File: src/rtl/cpu5_lsu_ctrl.sv
// cpu5 load/store sequencer.
// Takes a decoded lw/sw from EX and runs one word access on the dbus
// req/ack handshake. The pipeline is stalled while the access is in flight.
// On completion it either returns load data to writeback or raises a
// memory exception. Misaligned, bus-error and timeout cases raise exceptions.
module cpu5_lsu_ctrl #(
   parameter int unsigned TIMEOUT = 255,
   parameter int unsigned CNT_W   = 8
) (
   input  logic        clk,
   input  logic        resetn,
   input  logic        ex_valid,
   input  logic        ex_memtoreg,
   input  logic        ex_memwrite,
   input  logic [31:0] ex_addr,
   input  logic [31:0] ex_wdata,
   input  logic [4:0]  ex_rd,
   output logic        stall,
   output logic        dbus_req,
   output logic        dbus_we,
   output logic [31:0] dbus_addr,
   output logic [31:0] dbus_wdata,
   input  logic        dbus_ack,
   input  logic        dbus_err,
   input  logic [31:0] dbus_rdata,
   output logic        wb_valid,
   output logic [4:0]  wb_rd,
   output logic [31:0] wb_data,
   output logic        excp_valid,
   output logic [1:0]  excp_cause,
   output logic [31:0] excp_addr
);

   localparam logic [0:0] ST_IDLE = 1'b0;
   localparam logic [0:0] ST_BUSY = 1'b1;

   localparam logic [1:0] CAUSE_LD_MISALIGN = 2'b01;
   localparam logic [1:0] CAUSE_ST_MISALIGN = 2'b10;
   localparam logic [1:0] CAUSE_BUS         = 2'b11;

   localparam logic [CNT_W-1:0] CNT_MAX = '1;
   // Counter value seen in the last BUSY cycle allowed before the abort.
   // Only meaningful when TIMEOUT is non-zero.
   localparam logic [CNT_W-1:0] CNT_LAST = CNT_W'(TIMEOUT - 1);

   logic [0:0]       state_q, state_d;
   logic [CNT_W-1:0] cnt_q, cnt_d;
   logic             we_q, we_d;
   logic [31:0]      addr_q, addr_d;
   logic [31:0]      wdata_q, wdata_d;
   logic [4:0]       rd_q, rd_d;
   logic             load_q, load_d;
   logic             wb_valid_q, wb_valid_d;
   logic [4:0]       wb_rd_q, wb_rd_d;
   logic [31:0]      wb_data_q, wb_data_d;
   logic             excp_valid_q, excp_valid_d;
   logic [1:0]       excp_cause_q, excp_cause_d;
   logic [31:0]      excp_addr_q, excp_addr_d;

   logic             accept;
   logic             timeout_hit;

   assign accept      = ex_valid & (ex_memtoreg | ex_memwrite);
   assign timeout_hit = (TIMEOUT != 0) && (cnt_q == CNT_LAST);

   // Next-state logic: accept in IDLE, completion/timeout in BUSY.
   always_comb begin
      state_d      = state_q;
      cnt_d        = cnt_q;
      we_d         = we_q;
      addr_d       = addr_q;
      wdata_d      = wdata_q;
      rd_d         = rd_q;
      load_d       = load_q;
      wb_valid_d   = 1'b0;
      wb_rd_d      = wb_rd_q;
      wb_data_d    = wb_data_q;
      excp_valid_d = 1'b0;
      excp_cause_d = excp_cause_q;
      excp_addr_d  = excp_addr_q;

      case (state_q)
         ST_IDLE: begin
            if (accept) begin
               if (ex_addr[1:0] != 2'b00) begin
                  // Misaligned: report immediately, never touch the bus.
                  excp_valid_d = 1'b1;
                  excp_cause_d = ex_memtoreg ? CAUSE_LD_MISALIGN : CAUSE_ST_MISALIGN;
                  excp_addr_d  = ex_addr;
               end else begin
                  // A load wins when both controls are set.
                  state_d = ST_BUSY;
                  cnt_d   = '0;
                  we_d    = ex_memwrite & ~ex_memtoreg;
                  addr_d  = {ex_addr[31:2], 2'b00};
                  wdata_d = ex_wdata;
                  rd_d    = ex_rd;
                  load_d  = ex_memtoreg;
               end
            end
         end
         default: begin
            if (dbus_ack) begin
               // Ack has priority over a timeout firing in the same cycle.
               state_d = ST_IDLE;
               we_d    = 1'b0;
               if (dbus_err) begin
                  excp_valid_d = 1'b1;
                  excp_cause_d = CAUSE_BUS;
                  excp_addr_d  = addr_q;
               end else if (load_q && (rd_q != 5'd0)) begin
                  wb_valid_d = 1'b1;
                  wb_rd_d    = rd_q;
                  wb_data_d  = dbus_rdata;
               end
            end else if (timeout_hit) begin
               state_d      = ST_IDLE;
               we_d         = 1'b0;
               excp_valid_d = 1'b1;
               excp_cause_d = CAUSE_BUS;
               excp_addr_d  = addr_q;
            end else if (cnt_q != CNT_MAX) begin
               cnt_d = cnt_q + CNT_W'(1);
            end
         end
      endcase
   end

   // State and output registers; reset drops the request immediately.
   always_ff @(posedge clk or negedge resetn) begin
      if (!resetn) begin
         state_q      <= ST_IDLE;
         cnt_q        <= '0;
         we_q         <= 1'b0;
         addr_q       <= '0;
         wdata_q      <= '0;
         rd_q         <= '0;
         load_q       <= 1'b0;
         wb_valid_q   <= 1'b0;
         wb_rd_q      <= '0;
         wb_data_q    <= '0;
         excp_valid_q <= 1'b0;
         excp_cause_q <= '0;
         excp_addr_q  <= '0;
      end else begin
         state_q      <= state_d;
         cnt_q        <= cnt_d;
         we_q         <= we_d;
         addr_q       <= addr_d;
         wdata_q      <= wdata_d;
         rd_q         <= rd_d;
         load_q       <= load_d;
         wb_valid_q   <= wb_valid_d;
         wb_rd_q      <= wb_rd_d;
         wb_data_q    <= wb_data_d;
         excp_valid_q <= excp_valid_d;
         excp_cause_q <= excp_cause_d;
         excp_addr_q  <= excp_addr_d;
      end
   end

   // Stall and request are exactly the BUSY state flop.
   assign stall      = (state_q == ST_BUSY);
   assign dbus_req   = (state_q == ST_BUSY);
   assign dbus_we    = we_q;
   assign dbus_addr  = addr_q;
   assign dbus_wdata = wdata_q;
   assign wb_valid   = wb_valid_q;
   assign wb_rd      = wb_rd_q;
   assign wb_data    = wb_data_q;
   assign excp_valid = excp_valid_q;
   assign excp_cause = excp_cause_q;
   assign excp_addr  = excp_addr_q;

endmodule

File: config.mk
export PLATFORM = sky130hd
export DESIGN_NAME = cpu5_lsu_ctrl
export DESIGN_NICKNAME = d
export VERILOG_FILES = /design/src/rtl/cpu5_lsu_ctrl.sv
export SDC_FILE = /design/constraint.sdc
export NUM_CORES = 1
export LEC_CHECK = 0
export ABC_AREA = 1
export BUFFER_PORTS_ARGS = -buffer_cell sky130_fd_sc_hd__buf_2
export CAP_MARGIN = 40
export CELL_PAD_IN_SITES_DETAIL_PLACEMENT = 2
export CELL_PAD_IN_SITES_GLOBAL_PLACEMENT = 2
export CORE_MARGIN = 3
export CORE_UTILIZATION = 29
export CTS_CLUSTER_DIAMETER = 30
export DETAILED_ROUTE_END_ITERATION = 10
export PLACE_DENSITY = 0.87
export SYNTH_ARGS = -nofsm -noshare
export SYNTH_HDL_FRONTEND = slang
export SYNTH_SLANG_ARGS = --single-unit
File: constraint.sdc
create_clock -name clk -period 4.4 [get_ports clk]
set_clock_uncertainty 0.05 [all_clocks]
set_input_delay 0 -clock clk [delete_from_list [all_inputs] [get_ports clk]]
set_output_delay 0 -clock clk [all_outputs]
set_load 0.02 [all_outputs]
==> results of run 1 <==
[where the power goes]
part / total (mW) / internal, mW / switching [mW]
logic: 1.45 / 0.475 / 0.973
clock network: 1.47 / 0.758 / 0.708
registers: 1.95 / 1.71 / 0.244
[stage by stage]
step | std cells | utilization (%)
6_report | 1394 | 43.4
3_3_place_gp | 1254 | 35.9
4_1_cts | 1391 | 43.4
3_5_place_dp | 1256 | 36.1
2_1_floorplan | 773 | -
5_1_grt | 1394 | 43.4
[metal layers]
layer  track usage (%)  wire, um  vias up
met2              42.2     14900      231
met1              27.0     11200     3377
met5                 0         0        -
met3              4.66      1360       58
li1                  -         -     3073
met4              9.84      1010        0
[cell usage after synthesis (all sizes together)]
master,number,area (um^2)
dfrtp,151,3780
o21a,1,7.51
clkbuf,10,37.5
nand3b,2,15.0
or2,2,12.5
o21bai,1,7.51
conb,1,3.75
o21ai,77,397
nand4,35,219
nor3,1,5.00
ha,2,25.0
nand3,15,87.6
nand2,373,1440
nor2,12,52.6
buf,37,233
inv,52,198
[worst max-delay path, cell delays in order, from the launching register on]
cell and delay, ns:
dfrtp_2 0.35, buf_4 0.58, inv_4 0.13, nand3_1 0.11, nand2_1 0.07, inv_2 0.51, nand3_4 0.57, nand2_1 0.26
nand2_1 0.07
[area by class of cell]
class                           count  share of cell area, %
Sequential cell                   151                   39.6
Timing Repair Buffer              353                   24.6
Multi-Input combinational cell    523                   23.9
Clock buffer                       17                   4.46
Tap cell                          280                   3.67
Inverter                           52                   2.07
Clock inverter                     15                   1.63
Antenna cell                        3                 0.0787
[flip-flops by register name, indices dropped and copies added (netlist names)]
signal and count:
excp_valid 1, excp_cause 2, wb_valid 1, dbus_req 1, dbus_addr 30, load_q 1, wb_data 32, dbus_we 1
wb_rd 5, rd_q 5, cnt_q 8, excp_addr 32, dbus_wdata 32
[cells by family (layout without fill, tap and decap cells)]
family | after synthesis | count (layout) | share of synthesized area (%)
compound gates | 79 | 79 | 6.32
fa+ha+maj | 2 | 2 | 0.384
buf+inv | 99 | 437 | 7.18
flops | 151 | 151 | 58.0
other cells | 1 | 5 | 0.0575
simple gates | 440 | 440 | 28.1
[worst paths after layout]
| path | startpoint | endpoint | slack (ns) | depth (start not counted) |
|---|---|---|---|---|
| worst min-delay path | ex_valid | excp_addr[19] | 0.13 | 5 |
| worst max-delay path | dbus_req | excp_cause[1] | 1.57 | 8 |
| worst min register to register | dbus_we | dbus_we | 0.42 | 2 |
| worst max register to register | dbus_req | excp_cause[1] | 1.57 | 8 |
| min in group asynchronous | resetn | dbus_addr[6] | 0.21 | 3 |
| max in group asynchronous | resetn | cnt_q[4] | 3.41 | 3 |
[what timing repair did]
action,CTS,global route
hold buffers,103,0
buffers inserted,0,0
setup endpoints to repair,0,0
endpoints found under the hold margin,285,0
==> qor.csv, run 1 <==
stage,metric,value,unit
outcome,outcome,finished clean,
floorplanning,core area,22000,um^2
sta,Worst-Margin Slew,0.873,ns
sta,final worst setup slack,1.57,ns
clock_tree,Clock Sink Count,151,
setup_path,Critical Path RT,4.66,ns
global_route,Tot GR Track Use,23.4,%
setup_path,Worst Path Arrival,3.09,ns
sta,RSZ-0062 raised after global routing,no,
routing,Remaining DRCs,0,
yosys,Mapped Cells,772,
floorplanning,die height,156,um
clock_tree,"Clk pin slew, worst setup/hold paths",0.07,ns
global_route,largest net degree at the start of global routing,152,
sta,Setup TNS,0,ns
clock_tree,clock buffer count from CTS,17,
job,maxcap violations,0,
sta,slew margin rel.,41.8,%
sta,endpoints failing setup,0,
sta,Hold Slack,0.132,ns
sta,Final period util,64.3,%
clock_tree,CTS root buf,clkbuf_16,
power_and_ir_drop,Cell Pwr Density,510,nW/um^2
global_route,initial antenna violation count,3,
clock_tree,clk buf depth,2,
place,worst slack at placement,1.59,ns
worst_hold_path,Hold Crit Class,input pin to flop,
place,Port Buf Inserts,245,
floorplanning,I/O pins,248,
routing,vias,6739,
setup_path,Crit Path Category,flop to flop,
routing,1st-pass router iterations,4,
clock_tree,H-tree depth,4,
clock_tree,clk_lat worst skew,0.42,ns
routing,DR vias/cell,4.83,
clock_tree,CTS tree,yes,
routing,ANT nets after route,0,
floorplanning,Die W,156,um
power_and_ir_drop,LEAKAGE,5.19,nW
setup_path,startpoint types,flop,
yosys,Yosys reg bits,151,
yosys,Unique masters post-synth,26,
sta,"Hold Vio Cnt, Final",0,
yosys,Syn Area/Cell,8.44,um^2
yosys,"Seq/Total Area, Yosys",58.0,%
layout,Area growth syn-to-layout,46.4,%
global_route,GR Overflow Total,0,
layout,"commonest non-fill, non-tap cell in the layout",nand2_1,
floorplanning,Initial Util,29.7,%
sta,fmax,0.353,GHz
global_route,vias in the first global route,7599,
layout,fraction of layout cells with a size suffix above 1,27.6,%
power_and_ir_drop,Power Total,4.87,mW
floorplanning,row cnt,54,
routing,DR WL/cell,20.4,um
sta,Final min period,2.83,ns
floorplanning,Die ar.,24300,um^2
layout,nets,1208,
layout,multi-input logic area,2280,um^2
place,DPL Wire Length,15400,um
layout,register area,3780,um^2
routing,drt first-iter violations,279,
layout,most frequent cells in the layout,"nand2_1 (360), buf_2 (244), dfrtp_1 (150)",
yosys,YS warnings,0,
layout,Filler cells,2395,
place,placer congestion estimate,0.744,
sta,Final Slew Violations,0,
layout,"Design Area, Final",9540,um^2
power_and_ir_drop,Peak VDD IR,215,uV
yosys,Post-Syn Area,6520,um^2
clock_tree,cts repair resizes,0,
place,Placed Area,7920,um^2
setup_path,Crit. End Element,flop,
global_route,global-route wire length before repair,44400,um
setup_path,worst-path maximum fanout,74,
routing,drt total wl,28400,um
Note: power is estimated with default switching activity, not from simulation.
==> run 2: changes to the inputs <==
Settings changed: ABC_AREA 1 to 0, CORE_UTILIZATION 29 to 27, PLACE_DENSITY 0.87 to 0.8.
Clock period 4.4 ns to 2.4 ns, I/O delays scaled along.
==> run 2 against run 1 <==
Clock power increased by 86%. Critical path depth decreased by 1. Synthesized cell count decreased by 17%. Non-clock buffer count increased by 15.
==> qor.csv, run 2 <==
stage,metric,value,unit,change
clock_tree,CTS root buf,clkbuf_16,,unchanged
clock_tree,H-tree depth,4,,unchanged
global_route,global-route wire length before repair,41500,um,was 44400 um
sta,Final period util,92.9,%,was 64.3%
place,placer congestion estimate,0.705,,was 0.744
yosys,"Seq/Total Area, Yosys",56.4,%,was 58.0%
sta,endpoints failing setup,0,,unchanged
setup_path,Critical Path RT,2.70,ns,was 4.66 ns
global_route,Tot GR Track Use,19.9,%,was 23.4%
sta,Worst-Margin Slew,0.849,ns,was 0.873 ns
clock_tree,clk_lat worst skew,0.42,ns,about the same
outcome,outcome,finished clean,,unchanged
layout,"commonest non-fill, non-tap cell in the layout",buf_2,,was nand2_1
yosys,Post-synth EDFFs,0,,unchanged
power_and_ir_drop,Reg power frac,40.0,%,was 40.1%
clock_tree,clk buf depth,2,,unchanged
sta,slew margin rel.,43.2,%,was 41.8%
layout,most frequent cells in the layout,"buf_2 (244), nand2_1 (224), dfrtp_1 (150)",,"was nand2_1 (360), buf_2 (244), dfrtp_1 (150)"
routing,met2 WL,13700,um,was 14900 um
layout,Filler cells,2599,,was 2395
yosys,top_reg_cell synth,dfrtp_1,,unchanged
sta,final worst setup slack,0.171,ns,was 1.57 ns
setup_path,Crit Path Category,flop to flop,,unchanged
layout,"Design Area, Final",9960,um^2,was 9540 um^2
yosys,Yosys top cell area share,56.4,%,was 58.0%
clock_tree,Clock Sink Count,151,,unchanged
place,DPL Wire Length,16000,um,was 15400 um
floorplanning,core area,24300,um^2,was 22000 um^2
routing,ANT nets after route,0,,unchanged
yosys,Synth area leaders,"dfrtp_1 (56%), nand2_1 (13%), o221ai_2 (6.7%)",,"was dfrtp_1 (58%), nand2_1 (21%), o21ai_0 (5.0%)"
routing,Metal-1 WL,10500,um,was 11200 um
routing,1st-pass router iterations,4,,unchanged
place,worst slack at placement,0.264,ns,was 1.59 ns
yosys,top post-synthesis cells by count,"nand2_1 (224), dfrtp_1 (151), nand3_1 (37)",,"was nand2_1 (360), dfrtp_1 (151), o21ai_0 (65)"
setup_path,Worst Path Arrival,2.53,ns,was 3.09 ns
floorplanning,I/O pins,248,,unchanged
clock_tree,"Clk pin slew, worst setup/hold paths",0.07,ns,about the same
routing,Remaining DRCs,0,,unchanged
routing,DR top layer,met4,,unchanged
routing,DR WL/cell,20.0,um,was 20.4 um
sta,fmax,0.449,GHz,was 0.353 GHz
setup_path,startpoint types,flop,,unchanged
job,maxcap violations,0,,unchanged
routing,Routed met3 length,1850,um,was 1360 um
sta,"Hold Vio Cnt, Final",0,,unchanged
routing,drt total wl,26400,um,was 28400 um
power_and_ir_drop,Pint,5.50,mW,was 2.94 mW
routing,DR vias/cell,4.65,,was 4.83
yosys,YS warnings,0,,unchanged
yosys,Unique masters post-synth,41,,was 26
power_and_ir_drop,Psw,3.19,mW,was 1.93 mW
floorplanning,Initial Util,27.5,%,was 29.7%
power_and_ir_drop,LEAKAGE,5.14,nW,was 5.19 nW
global_route,largest net degree at the start of global routing,70,,was 152
floorplanning,die height,164,um,was 156 um
global_route,initial antenna violation count,1,,was 3
routing,drt first-iter violations,189,,was 279
floorplanning,Die ar.,26700,um^2,was 24300 um^2
yosys,Mapped Cells,643,,was 772
place,Port Buf Inserts,245,,unchanged
clock_tree,clock buffer count from CTS,17,,unchanged
power_and_ir_drop,Peak VDD IR,403,uV,was 215 uV
global_route,GR Overflow Total,0,,unchanged
power_and_ir_drop,Sw Ratio,36.8,%,was 39.6%
yosys,cell taking the most area after synthesis,dfrtp_1,,unchanged
routing,vias,6156,,was 6739
yosys,Yosys reg bits,151,,unchanged
worst_hold_path,Hold Crit Class,input pin to flop,,unchanged
sta,Final min period,2.23,ns,was 2.83 ns
setup_path,Crit. End Element,flop,,unchanged
setup_path,worst-path maximum fanout,18,,was 74
floorplanning,row cnt,57,,was 54
power_and_ir_drop,part of the power in the clock network,31.6,%,was 30.1%
layout,Area growth syn-to-layout,48.7,%,was 46.4%
layout,fraction of layout cells with a size suffix above 1,36.6,%,was 27.6%
yosys,async set or reset register ratio after synthesis,100,%,unchanged
yosys,Post-Syn Area,6700,um^2,was 6520 um^2
power_and_ir_drop,Cell Pwr Density,873,nW/um^2,was 510 nW/um^2
power_and_ir_drop,Comb pwr share,28.4,%,was 29.7%
sta,Final Slew Violations,0,,unchanged
yosys,Syn Area/Cell,10.4,um^2,was 8.44 um^2
sta,RSZ-0062 raised after global routing,no,,unchanged
layout,nets,1096,,was 1208
place,Placed Area,8290,um^2,was 7920 um^2
global_route,vias in the first global route,7186,,was 7599
sta,Setup TNS,0,ns,unchanged
clock_tree,CTS tree,yes,,unchanged
floorplanning,Die W,164,um,was 156 um
yosys,top-count cell post-synth,nand2_1,,unchanged
==> run 2: changes by cell type in the layout (fill, tap and decap cells not counted), moves of 12 or more <==
| cell | before | now |
|---|---|---|
| nand2_1 | 360 | 224 |
| nand3_1 | 14 | 36 |
| mux2i_1 | 0 | 32 |
| inv_1 | 48 | 36 |
| o21ai_0 | 65 | 6 |
| o221ai_2 | 0 | 30 |
| mux2_2 | 0 | 33 |
| nand4_1 | 35 | 0 |
==> run 2: critical path, stage by stage (launching register included) <==
cell and delay (ns):
dfrtp_1 0.39, inv_1 0.07, ha_1 0.23, a41o_2 0.28, buf_4 0.21, and2_1 0.22
a21oi_1 0.15, dlygate4sd3_1 0.57
==> run 2: per-layer routing <==
| metal | up-vias | track usage, % |
|---|---|---|
| met3 | 25 | 5.48 |
| li1 | 2817 | - |
| met2 | 204 | 37.3 |
| met5 | - | 0 |
| met4 | 0 | 4.92 |
| met1 | 3110 | 22.3 |
==> run 2: worst paths after layout <==
check | start | to | slack, ns | cells past startpoint
worst max-delay path | cnt_q[0] | excp_addr[0] | 0.17 | 7
worst min-delay path | dbus_err | wb_rd[0] | 0.13 | 4
worst max register to register | cnt_q[0] | excp_addr[0] | 0.17 | 7
worst min register to register | dbus_wdata[17] | dbus_wdata[17] | 0.43 | 2
max in group asynchronous | resetn | wb_data[5] | 1.39 | 3
min in group asynchronous | resetn | dbus_addr[15] | 0.14 | 2
==> run 2: power groups by stage <==
stage                     sequential [mW]  combinational, mW  clock, mW
after floorplan                      4.03              0.764          0
after global placement               3.45               2.23          0
after detailed placement             3.49               2.30          0
after CTS                            3.44               2.45       2.83
after global routing                 3.55               2.69       2.97
final                                3.48               2.47       2.74
==> run 2: logic make-up (layout without fill, tap and decap cells) <==
logic type,count (synthesis),in the layout,synth area share (%)
flops,151,151,56.4
mux,65,65,10.3
simple gates,287,287,17.9
other cells,1,3,0.0560
fa+ha+maj,2,2,0.374
compound gates,56,56,9.40
buf+inv,81,436,5.55
==> run 2: per-stage QoR <==
step / hold WS, ns / power, mW / util (%) / cells
floorplan: -0.346 / 4.79 / - / 644
global placement: 0.0431 / 5.68 / 34.1 / 1184
detailed placement: 0.0388 / 5.79 / 34.1 / 1184
CTS: 0.0926 / 8.72 / 40.9 / 1323
global route: 0.121 / 9.21 / 40.9 / 1324
finish: 0.134 / 8.69 / 40.9 / 1324
==> run 2: layout make-up <==
cell class | count | area [um^2] | share of cell area, %
Antenna cell | 1 | 2.50 | 0.0251
Clock buffer | 17 | 425 | 4.27
Clock inverter | 15 | 163 | 1.63
Inverter | 36 | 135 | 1.36
Multi-Input combinational cell | 412 | 2580 | 25.9
Sequential cell | 151 | 3780 | 38.0
Tap cell | 324 | 405 | 4.07
Timing Repair Buffer | 368 | 2460 | 24.8
==> run 2: timing repair <==
action	4_1_cts	5_1_grt
setup endpoints to repair	0	1
hold buffers	107	0
buffers inserted	0	0
gates resized for setup	0	1
hold endpoints to repair	199	0
==> run 3: changes to the inputs <==
Settings changed: CORE_UTILIZATION 27 to 28, CTS_BUF_LIST set to sky130_fd_sc_hd__clkbuf_8, CTS_CLUSTER_DIAMETER 30 to 40, PLACE_DENSITY 0.8 to 0.82.
==> run 3 against run 2 <==
Via count fell by 0.62%. Sequential share of layout area up 0.84 points. Critical path depth decreased by 2. Global-route usage grew 0.90 points. Routed wire length down 0.40%. Die area is 3.4% lower. Non-clock buffer count up 1. Clock power decreased by 30%. Power is 9.2% lower. Maximum frequency increased by 4.0%. Critical path type unchanged. Largest cell class unchanged. Largest power group unchanged.
==> qor.csv, run 3 (synthesized netlist as in run 2, its figures left out) <==
stage,metric,value,unit,change
clock_tree,H-tree depth,4,,unchanged
sta,fmax,0.467,GHz,was 0.449 GHz
setup_path,CP peak stage delay,0.57,ns,about the same
power_and_ir_drop,LEAKAGE,5.06,nW,was 5.14 nW
sta,slew margin rel.,37.6,%,was 43.2%
floorplanning,row cnt,55,,was 57
sta,Final period util,89.3,%,was 92.9%
layout,ANT cells,0,,was 1
clock_tree,clk buf depth,2,,unchanged
sta,Setup TNS,0,ns,unchanged
clock_tree,Hold Buf Count CTS,106,,was 107
global_route,vias in the first global route,7287,,was 7186
floorplanning,Initial Util,29.1,%,was 27.5%
floorplanning,Die ar.,25800,um^2,was 26700 um^2
place,placed insts,1175,,was 1184
clock_tree,CTS tree,yes,,unchanged
layout,register area,3780,um^2,unchanged
global_route,GR Overflow Total,0,,unchanged
layout,Area growth syn-to-layout,45.5,%,was 48.7%
layout,fin util,42.3,%,was 40.9%
layout,fraction of layout cells with a size suffix above 1,36.7,%,was 36.6%
global_route,global-route wire length before repair,42600,um,was 41500 um
power_and_ir_drop,Cell Pwr Density,810,nW/um^2,was 873 nW/um^2
sta,Hold Slack,0.0533,ns,was 0.134 ns
setup_path,Crit. End Element,flop,,unchanged
setup_path,Crit path buffers/inverters,1,,was 3
clock_tree,CTS root buf,clkbuf_8,,was clkbuf_16
floorplanning,die height,161,um,was 164 um
layout,multi-input logic area,2580,um^2,about the same
place,Port Buf Inserts,245,,unchanged
floorplanning,I/O pins,248,,unchanged
clock_tree,clock buffer count from CTS,17,,unchanged
sta,Final min period,2.14,ns,was 2.23 ns
place,placer congestion estimate,0.717,,was 0.705
routing,ANT nets after route,0,,unchanged
clock_tree,clk_lat worst skew,0.45,ns,was 0.42 ns
power_and_ir_drop,Peak VDD IR,284,uV,was 403 uV
setup_path,worst-path maximum fanout,13,,was 18
setup_path,Critical Path RT,2.65,ns,was 2.70 ns
layout,final non-filler cell total,1313,,was 1324
routing,DR WL/cell,20.0,um,about the same
routing,drt first-iter violations,150,,was 189
routing,vias,6118,,was 6156
global_route,largest net degree at the start of global routing,66,,was 70
outcome,outcome,finished clean,,unchanged
routing,drt total wl,26300,um,was 26400 um
floorplanning,core area,23100,um^2,was 24300 um^2
clock_tree,Post-CTS Setup Inserts,0,,unchanged
sta,Final Slew Violations,0,,unchanged
sta,RSZ-0062 raised after global routing,no,,unchanged
sta,"Hold Vio Cnt, Final",0,,unchanged
layout,"commonest non-fill, non-tap cell in the layout",buf_2,,unchanged
floorplanning,Die W,161,um,was 164 um
sta,Worst-Margin Slew,0.932,ns,was 0.849 ns
job,maxcap violations,0,,unchanged
clock_tree,cts repair resizes,0,,unchanged
routing,Remaining DRCs,0,,unchanged
layout,Filler cells,2453,,was 2599
place,DPL Wire Length,16600,um,was 16000 um
setup_path,startpoint types,flop,,unchanged
setup_path,Worst Path Arrival,2.39,ns,was 2.53 ns
routing,1st-pass router iterations,4,,unchanged
setup_path,"Largest delay share family, worst path",simple AND/OR/NAND/NOR gates,,was buffers and inverters
power_and_ir_drop,Power Total,7.90,mW,was 8.69 mW
layout,most frequent cells in the layout,"buf_2 (244), nand2_1 (224), dfrtp_1 (150)",,unchanged
setup_path,CP max-delay cell,dfrtp_4,,was dlygate4sd3_1
worst_hold_path,Hold Crit Class,input pin to asynchronous set/reset pin,,was input pin to flop
clock_tree,"Clk pin slew, worst setup/hold paths",0.09,ns,was 0.07 ns
global_route,Tot GR Track Use,20.8,%,was 19.9%
routing,DR vias/cell,4.66,,was 4.65
setup_path,Crit Path Category,flop to flop,,unchanged
global_route,initial antenna violation count,0,,was 1
layout,nets,1097,,was 1096
setup_path,crit path cell chain,"nor2b_2, and3b_2, buf_4, mux2i_1, o221ai_2",,"was inv_1, ha_1, a41o_2, buf_4, and2_1, a21oi_1, dlygate4sd3_1"
sta,endpoints failing setup,0,,unchanged
clock_tree,Clock Sink Count,151,,unchanged
==> run 3: power by group <==
group / switching, mW / leakage, nW / internal [mW]
Clock: 1.13 / 0.197 / 0.797
Combinational: 1.53 / 3.00 / 0.946
Sequential: 0.418 / 1.86 / 3.07
Total: 3.09 / 5.06 / 4.81
==> run 3: worst register-to-register path, cell delays in order, from the launching register on <==
cell      delay, ns
dfrtp_4        0.57
nor2b_2        0.17
and3b_2        0.44
buf_4          0.34
mux2i_1        0.31
o221ai_2       0.14
==> run 3: cell type report <==
| type | instances | share of cell area (%) |
|---|---|---|
| inverter | 36 | 1.39 |
| clock buffer | 18 | 2.54 |
| tap | 313 | 4.02 |
| multi-input combinational | 412 | 26.5 |
| clock inverter | 14 | 1.32 |
| sequential | 151 | 38.8 |
| timing repair buffer | 369 | 25.4 |
==> run 3: worst paths after layout <==
path	start	end	slack (ns)	depth (start not counted)
max in group asynchronous	resetn	dbus_addr[12]	1.40	3
min in group clk	dbus_err	wb_rd[4]	0.07	4
worst min register to register	dbus_wdata[19]	dbus_wdata[19]	0.43	2
worst max-delay path	dbus_req	excp_addr[21]	0.26	5
worst max register to register	dbus_req	excp_addr[21]	0.26	5
worst min-delay path	resetn	wb_valid	0.05	2
==> run 3: metrics by stage <==
stage	cell area, um^2	setup slack, ns
floorplan	6700	0.478
global placement	8300	0.362
detailed placement	8300	0.284
CTS	9740	0.273
global route	9740	0.122
finish	9740	0.257
==> run 3: layer usage <==
metal  part of all wire (%)  global-route usage, %  vias to the layer above  wire length (um)
met5                      0                      0                        -                 0
met4                    1.3                   5.21                        0               337
met3                    6.0                   5.36                       26              1580
met2                     51                   37.5                      194             13500
met1                     41                   24.7                     3081             10900
li1                       -                      -                     2817                 -
